[config.mk]
export PLATFORM = sky130hd
export DESIGN_NAME = cv32e40p_fpu_wb_pipe
export DESIGN_NICKNAME = d
export VERILOG_FILES = /design/src/rtl/cv32e40p_fpu_wb_pipe.sv
export SDC_FILE = /design/constraint.sdc
export NUM_CORES = 1
export LEC_CHECK = 0
export BUFFER_PORTS_ARGS = -buffer_cell sky130_fd_sc_hd__buf_2
export CORE_MARGIN = 5
export CORE_UTILIZATION = 25
export DETAILED_ROUTE_END_ITERATION = 16
export PLACE_DENSITY = 0.84
export SYNTH_ARGS = -nofsm -noshare
export SYNTH_HDL_FRONTEND = slang
export SYNTH_SLANG_ARGS = --single-unit
[constraint.sdc]
create_clock -name clk -period 0.8 [get_ports clk]
set_input_delay 0.16 -clock clk [delete_from_list [all_inputs] [get_ports clk]]
set_output_delay 0.16 -clock clk [all_outputs]
set_load 0.03 [all_outputs]
[src/rtl/cv32e40p_fpu_wb_pipe.sv]
// FPU writeback-slot scheduler: delays each accepted result by its class latency and
// withholds grant when the new op would collide with an in-flight op on the result bus.
module cv32e40p_fpu_wb_pipe #(
  parameter int unsigned ADDMUL_LAT = 0,
  parameter int unsigned OTHERS_LAT = 0,
  parameter int unsigned TAG_W      = 5
) (
  input  logic             clk,
  input  logic             rst_n,
  input  logic             req_i,
  input  logic             op_class_i,
  input  logic [TAG_W-1:0] tag_i,
  output logic             gnt_o,
  input  logic [31:0]      fpu_result_i,
  input  logic [4:0]       fpu_flags_i,
  input  logic             flush_i,
  output logic             rvalid_o,
  output logic [31:0]      result_o,
  output logic [4:0]       flags_o,
  output logic [TAG_W-1:0] tag_o,
  output logic             busy_o
);

  localparam int unsigned MaxLat = (ADDMUL_LAT > OTHERS_LAT) ? ADDMUL_LAT : OTHERS_LAT;
  // One dummy entry when MaxLat is 0; it is never loaded, so it stays invalid.
  localparam int unsigned Depth  = (MaxLat == 0) ? 1 : MaxLat;

  // Entry k holds slot S[k+1]; entry 0 drives the output port.
  logic [Depth-1:0] valid_q, valid_d;
  logic [31:0]      res_q   [Depth];
  logic [31:0]      res_d   [Depth];
  logic [4:0]       flags_q [Depth];
  logic [4:0]       flags_d [Depth];
  logic [TAG_W-1:0] tag_q   [Depth];
  logic [TAG_W-1:0] tag_d   [Depth];

  int unsigned lat;
  logic        slot_busy;
  logic        accept;

  always_comb begin
    lat       = op_class_i ? OTHERS_LAT : ADDMUL_LAT;
    slot_busy = 1'b0;
    // The op would retire one cycle after landing in S[lat], i.e. where S[lat+1] sits now.
    for (int unsigned k = 0; k < MaxLat; k++) begin
      if (k == lat) slot_busy = valid_q[k];
    end
    gnt_o  = !flush_i && !slot_busy;
    accept = req_i && gnt_o;
  end

  always_comb begin
    valid_d = '0;
    for (int unsigned k = 0; k < Depth; k++) begin
      res_d[k]   = '0;
      flags_d[k] = '0;
      tag_d[k]   = '0;
    end
    for (int unsigned k = 0; k + 1 < Depth; k++) begin
      valid_d[k] = valid_q[k+1];
      res_d[k]   = res_q[k+1];
      flags_d[k] = flags_q[k+1];
      tag_d[k]   = tag_q[k+1];
    end
    if (accept && lat != 0) begin
      for (int unsigned k = 0; k < Depth; k++) begin
        if (k + 1 == lat) begin
          valid_d[k] = 1'b1;
          res_d[k]   = fpu_result_i;
          flags_d[k] = fpu_flags_i;
          tag_d[k]   = tag_i;
        end
      end
    end
    if (flush_i) valid_d = '0;
  end

  always_ff @(posedge clk or negedge rst_n) begin
    if (!rst_n) begin
      valid_q <= '0;
      for (int unsigned k = 0; k < Depth; k++) begin
        res_q[k]   <= '0;
        flags_q[k] <= '0;
        tag_q[k]   <= '0;
      end
    end else begin
      valid_q <= valid_d;
      for (int unsigned k = 0; k < Depth; k++) begin
        res_q[k]   <= res_d[k];
        flags_q[k] <= flags_d[k];
        tag_q[k]   <= tag_d[k];
      end
    end
  end

  always_comb begin
    rvalid_o = 1'b0;
    result_o = '0;
    flags_o  = '0;
    tag_o    = '0;
    if (accept && lat == 0) begin
      rvalid_o = 1'b1;
      result_o = fpu_result_i;
      flags_o  = fpu_flags_i;
      tag_o    = tag_i;
    end else if (valid_q[0]) begin
      rvalid_o = 1'b1;
      result_o = res_q[0];
      flags_o  = flags_q[0];
      tag_o    = tag_q[0];
    end
  end

  assign busy_o = |valid_q;

endmodule
# Word-level counts from Yosys, hierarchy flattened

Index checks and enable logic that the tools add are counted.
Widths: inputs -> output; s select.

Reductions and logical operators: 2
Multiplexer cells: 4

Operator list:

| cell              | count |
|---|---|
| $mux 32           | 1 |
| $mux 5            | 2 |
| $logic_and 1x1->1 | 1 |
| $logic_not 1->1   | 1 |
| $mux 1            | 1 |

Logic and storage cells: 6
Output and inout bits: 45
Register bits after elaboration: 0
Input bits: 47

# Longest topological paths before layout

Gate-level depths: netlist of run 1.

Depth in word-level cells: 3
Gate-level depth with buffers: 2
Mapped depth without buffers: 1

# Worst setup path before layout of run 1

OpenSTA, ideal clock, no wires.

Path kind: input-to-output
Start: input req_i
End: output rvalid_o
Setup slack: -130 ps
Cell stages on the path: 2
Arrival: 770 ps
Path buffers: 1
Path through: clkbuf_2 > nor2b_1

Word-level cells in the longest chain between the ends: 2

Ends and longest elaborated chain:

| item              | RTL line | RTL |
|---|---|---|
| from (decl)       | 10       | `input logic req_i,` |
| $logic_and 1x1->1 | 49       | `accept = req_i && gnt_o;` |
| $mux 1            | 101      | `if (accept && lat == 0) begin` |
| to (decl)         | 17       | `output logic rvalid_o,` |

Every way passes these cells.

# Worst setup path in the final report of run 1

Start: input req_i
End: output result_o[10]

Word-level cells in the longest chain between the ends: 2

Ends and longest elaborated chain:

| item              | RTL line | RTL |
|---|---|---|
| $logic_and 1x1->1 | 49       |  |
| $mux 32           | 101      |  |
| to (decl)         | 18       | `output logic [31:0] result_o,` |

Every way passes these cells.

==> results of run 1 <==
-- final timing paths --
path,start,endpoint,slack (ps)
setup / recovery,req_i,result_o[10],-130
hold / removal,fpu_flags_i[2],flags_o[2],680
-- layout make-up --
type | count | share of cell area, %
tap | 17 | 1.61
timing repair buffer | 93 | 65.4
multi-input combinational | 44 | 32.7
inverter | 1 | 0.284
-- repair_timing --
item / CTS / global route
cloned: 4 / 0
endpoints found under the setup margin: 44 / 44
pin swaps: 18 / 20
gates resized for setup: 97 / 1
hold endpoints to repair: 0 / 0
-- worst max-delay path: cells and delay by family --
kind                   cells  cell delay, ps
buffers and inverters      3             400
AND/OR/NAND/NOR            1             210
-- synthesized netlist by cell type, drive strengths merged --
master and count:
and3b 42, buf 5, clkbuf 4, conb 1, inv 1, nor2b 1
-- where the power goes --
| part | total (mW) | internal (mW) | switching, mW |
|---|---|---|---|
| Clock | 0 | 0 | 0 |
| Combinational | 0.742 | 0.391 | 0.351 |
| Sequential | 0 | 0 | 0 |
| Total | 0.742 | 0.391 | 0.351 |
-- cells by family after synthesis --
logic type | after synthesis | share of synthesized area, %
simple gates | 43 | 87.2
buf+inv | 10 | 12.0
other cells | 1 | 0.874
-- per-layer routing --
layer	share of wire, %	vias up	global-route usage, %
li1	-	365	-
met1	32	341	19.8
met2	58	42	39.4
met3	9.8	0	4.37
met4	0	0	0
met5	0	-	0
==> flow_summary.ini, run 1 <==
[status]
run_status = finished, violations left
failed_checks = setup timing

[worst_setup_path]
worst_path_max_delay_cell = and3b_2
crit_type = in2out
critPathMaxStageDelay_ps = 210
cp.required_ps = 640
crit_fanout = 10
cp_cell_sequence = buf_12, buf_16, and3b_2, buf_6
end_kind = output pin
cp-start-kind = input pin
worstPathArrival_ps = 770

[min_path]
hp-class = in2out
min_path_cells = 3

[sta]
layout_setup_ws_ps = -131
setup_viol_count_final = 43
rsz0062_at_grt = true
period_share_pct = 116
holdWs_ps = 684
slew_viol_final = 0
tns_ps = -4780
finalCriticalPeriod_ps = 931
hold_viol = 0
max_freq_ghz = 1.07

[power]
peakVddDrop_v = 0.000409
finalPower_uw = 742
power_leakage_nw = 0.803
power_density_nw_per_um2 = 561

[placed_design]
placed_area_um2 = 913
io_buffer_count = 88
place_congestion = 0.613
place_ws_ps = -371
dp_hpwl_mm = 1.59
numPlacedInstances = 151

[logic_synthesis]
syn_nets = 101
yosysTopAreaCell = and3b_1
synth-seq-area-share_pct = 0
avgSynthCellArea_um2 = 7.95
netlist_top_cells_area = and3b_1 (86%), buf_2 (4.7%), clkbuf_2 (4.7%), buf_4 (1.7%), nor2b_1 (1.5%)
synth_cell_types = 7
synthCells = 54
netlist.area_leader.share_pct = 85.7
synth.cell_area_um2 = 429
yosysWarningCount = 0

[detailed_routing]
avgViaCountPerCell = 4.83
wl_per_cell_um = 16.3
drt_iter0_markers = 0
drc = 0
vias = 748
drtAntennaViolNets = 0
wl_mm = 2.53
drt-pass1-iter-count = 1

[global_route]
grt_pass1_wl_mm = 3.93
overflow = 0
grt_use_total_pct = 19.0
antenna_found_initial = 0
grt_max_degree = 45
grt_pass1_vias = 825

[finish]
nFillCells = 116
flops_and_latches = 0
antenna_cells = 0
stdcell_area_um2 = 1320
drive_above_1_share_pct = 95.7
multi_input_area_um2 = 433
final_nets = 187
syn_to_final_growth_pct = 208
utilization_pct = 79.2
fin_cells = 155
clkbuf_count = 0
final_cell_mix = buf_2 (43), buf_6 (43), and3b_2 (38)
regArea_um2 = 0

[flow_run]
maxCapViolations = 0

[die]
die_h_um = 51.4
die_area_um2 = 2650
io_pins = 92
std_cell_rows = 15
start_util_pct = 25.7
fp.dieW_um = 51.4
core_region_area_um2 = 1670

[clock_network]
post-cts-setup-buffers = 0
ctsHoldBuffers = 0
Note: power is estimated with default switching activity, not from simulation.
==> run 2, diff against run 1 <==
--- a/config.mk
+++ b/config.mk
@@ -10,6 +10,7 @@
 export CORE_UTILIZATION = 25
 export DETAILED_ROUTE_END_ITERATION = 16
 export PLACE_DENSITY = 0.84
+export REMOVE_ABC_BUFFERS = 1
 export SYNTH_ARGS = -nofsm -noshare
 export SYNTH_HDL_FRONTEND = slang
 export SYNTH_SLANG_ARGS = --single-unit
==> run 2 against run 1 <==
  * Global-route usage is 1.1 points higher
  * Worst setup slack worse by 38 ps
  * Critical path type unchanged
  * Utilization is 3.2 points higher
  * The flow still finishes with violations (setup timing)
  * First-iteration DRC count is 3 higher
  * Routed wire length is 10% higher
  * Clock-buffer cell count stayed put
  * Hold slack worse by 5.5 ps
  * Via count is 4.9% higher
  * Sequential cell count stayed put
  * Cell area is 4.1% higher
  * Fmax is 3.9% lower
==> flow_summary.ini, run 2 (synthesized netlist as in run 1, its figures left out) <==
[detailed_routing]
drt_iter0_markers = 3
wl_per_cell_um = 17.5
drt-pass1-iter-count = 4
drc = 0
wl_mm = 2.80
drtAntennaViolNets = 0
vias = 785
avgViaCountPerCell = 4.91

[finish]
drive_above_1_share_pct = 70.6
clkbuf_count = 0
regArea_um2 = 0
syn_to_final_growth_pct = 221
layout_commonest_cell = buf_6
antenna_cells = 0
multi_input_area_um2 = 380
utilization_pct = 82.4
fin_cells = 160
flops_and_latches = 0
final_cell_mix = buf_6 (44), buf_2 (42), and3b_1 (40)
final_nets = 192
nFillCells = 94

[global_route]
use_met1_pct = 20.5
overflow = 0
grt_use_total_pct = 20.0
met2_usage_pct = 42.4
grt_pass1_vias = 880
antenna_found_initial = 0
busiest_layer = met2
grt.met3_usage_pct = 3.21
grt_pass1_wl_mm = 4.14
grt_max_degree = 12

[die]
core_region_area_um2 = 1670
std_cell_rows = 15
io_pins = 92
fp.dieW_um = 51.4
start_util_pct = 25.7
die_area_um2 = 2650
die_h_um = 51.4

[min_path]
hp-class = in2out

[sta]
finalCriticalPeriod_ps = 969
rsz0062_at_grt = true
tns_ps = -5790
layout_setup_ws_ps = -169
setup_viol_count_final = 44
max_freq_ghz = 1.03
period_share_pct = 121
slew_viol_final = 0
hold_viol = 0

[power]
peakVddDrop_v = 0.000340
power_leakage_nw = 0.865
finalPower_uw = 795
power_density_nw_per_um2 = 578

[worst_setup_path]
cp-start-kind = input pin
cp.required_ps = 640
cp-endpoint = tag_o[2]
cp-startpoint = flush_i
crit_fanout = 11
end_kind = output pin
worstPathArrival_ps = 810
crit_type = in2out

[placed_design]
place_ws_ps = -219
dp_hpwl_mm = 1.69
numPlacedInstances = 154
place_congestion = 0.667
io_buffer_count = 88

[status]
failed_checks = setup timing
run_status = finished, violations left

[flow_run]
maxCapViolations = 0

[clock_network]
ctsHoldBuffers = 0
## run 2: routing by layer
| metal | routed length [µm] | share of wire, % |
|---|---|---|
| met1 | 857 | 31 |
| met4 | 12 | 0.43 |
| met5 | 0 | 0 |
| met2 | 1670 | 60 |
| met3 | 261 | 9.3 |
## run 2: worst min-delay path by stage
stage	startpoint	end	slack [ps]	cells after the start
floorplan	flush_i	rvalid_o	430	1
global placement	fpu_result_i[5]	result_o[5]	710	3
detailed placement	fpu_result_i[30]	result_o[30]	710	3
CTS	fpu_result_i[16]	result_o[16]	680	3
global route	fpu_result_i[29]	result_o[29]	690	3
finish	fpu_result_i[18]	result_o[18]	680	3
## run 2: final cells by class
cell class	count	area share, %
multi-input cells	44	27.6
repair buffers	98	70.5
inverters	1	0.273
well taps	17	1.55
## run 2: what timing repair did
action / 4_1_cts / 5_1_grt
buffers inserted: 0 / 1
setup endpoints to repair: 44 / 44
gates cloned: 5 / 0
gates resized for setup: 99 / 5
pin swaps: 2 / 0
## run 2: critical path, cell delays in order
cell and delay, ps:
buf_12 130, buf_16 130, and3b_2 250, buf_6 130
## run 2: stage by stage
stage          hold WS (ps)  cell area (µm²)
6_report                678             1380
4_1_cts                 676             1360
5_1_grt                 689             1380
3_3_place_gp            707              923
3_5_place_dp            708              923
2_1_floorplan           430              382
## run 2: report_power, final
| group | internal [mW] | total [mW] | switching, mW |
|---|---|---|---|
| clock | 0 | 0 | 0 |
| combinational | 0.426 | 0.795 | 0.369 |
| sequential | 0 | 0 | 0 |
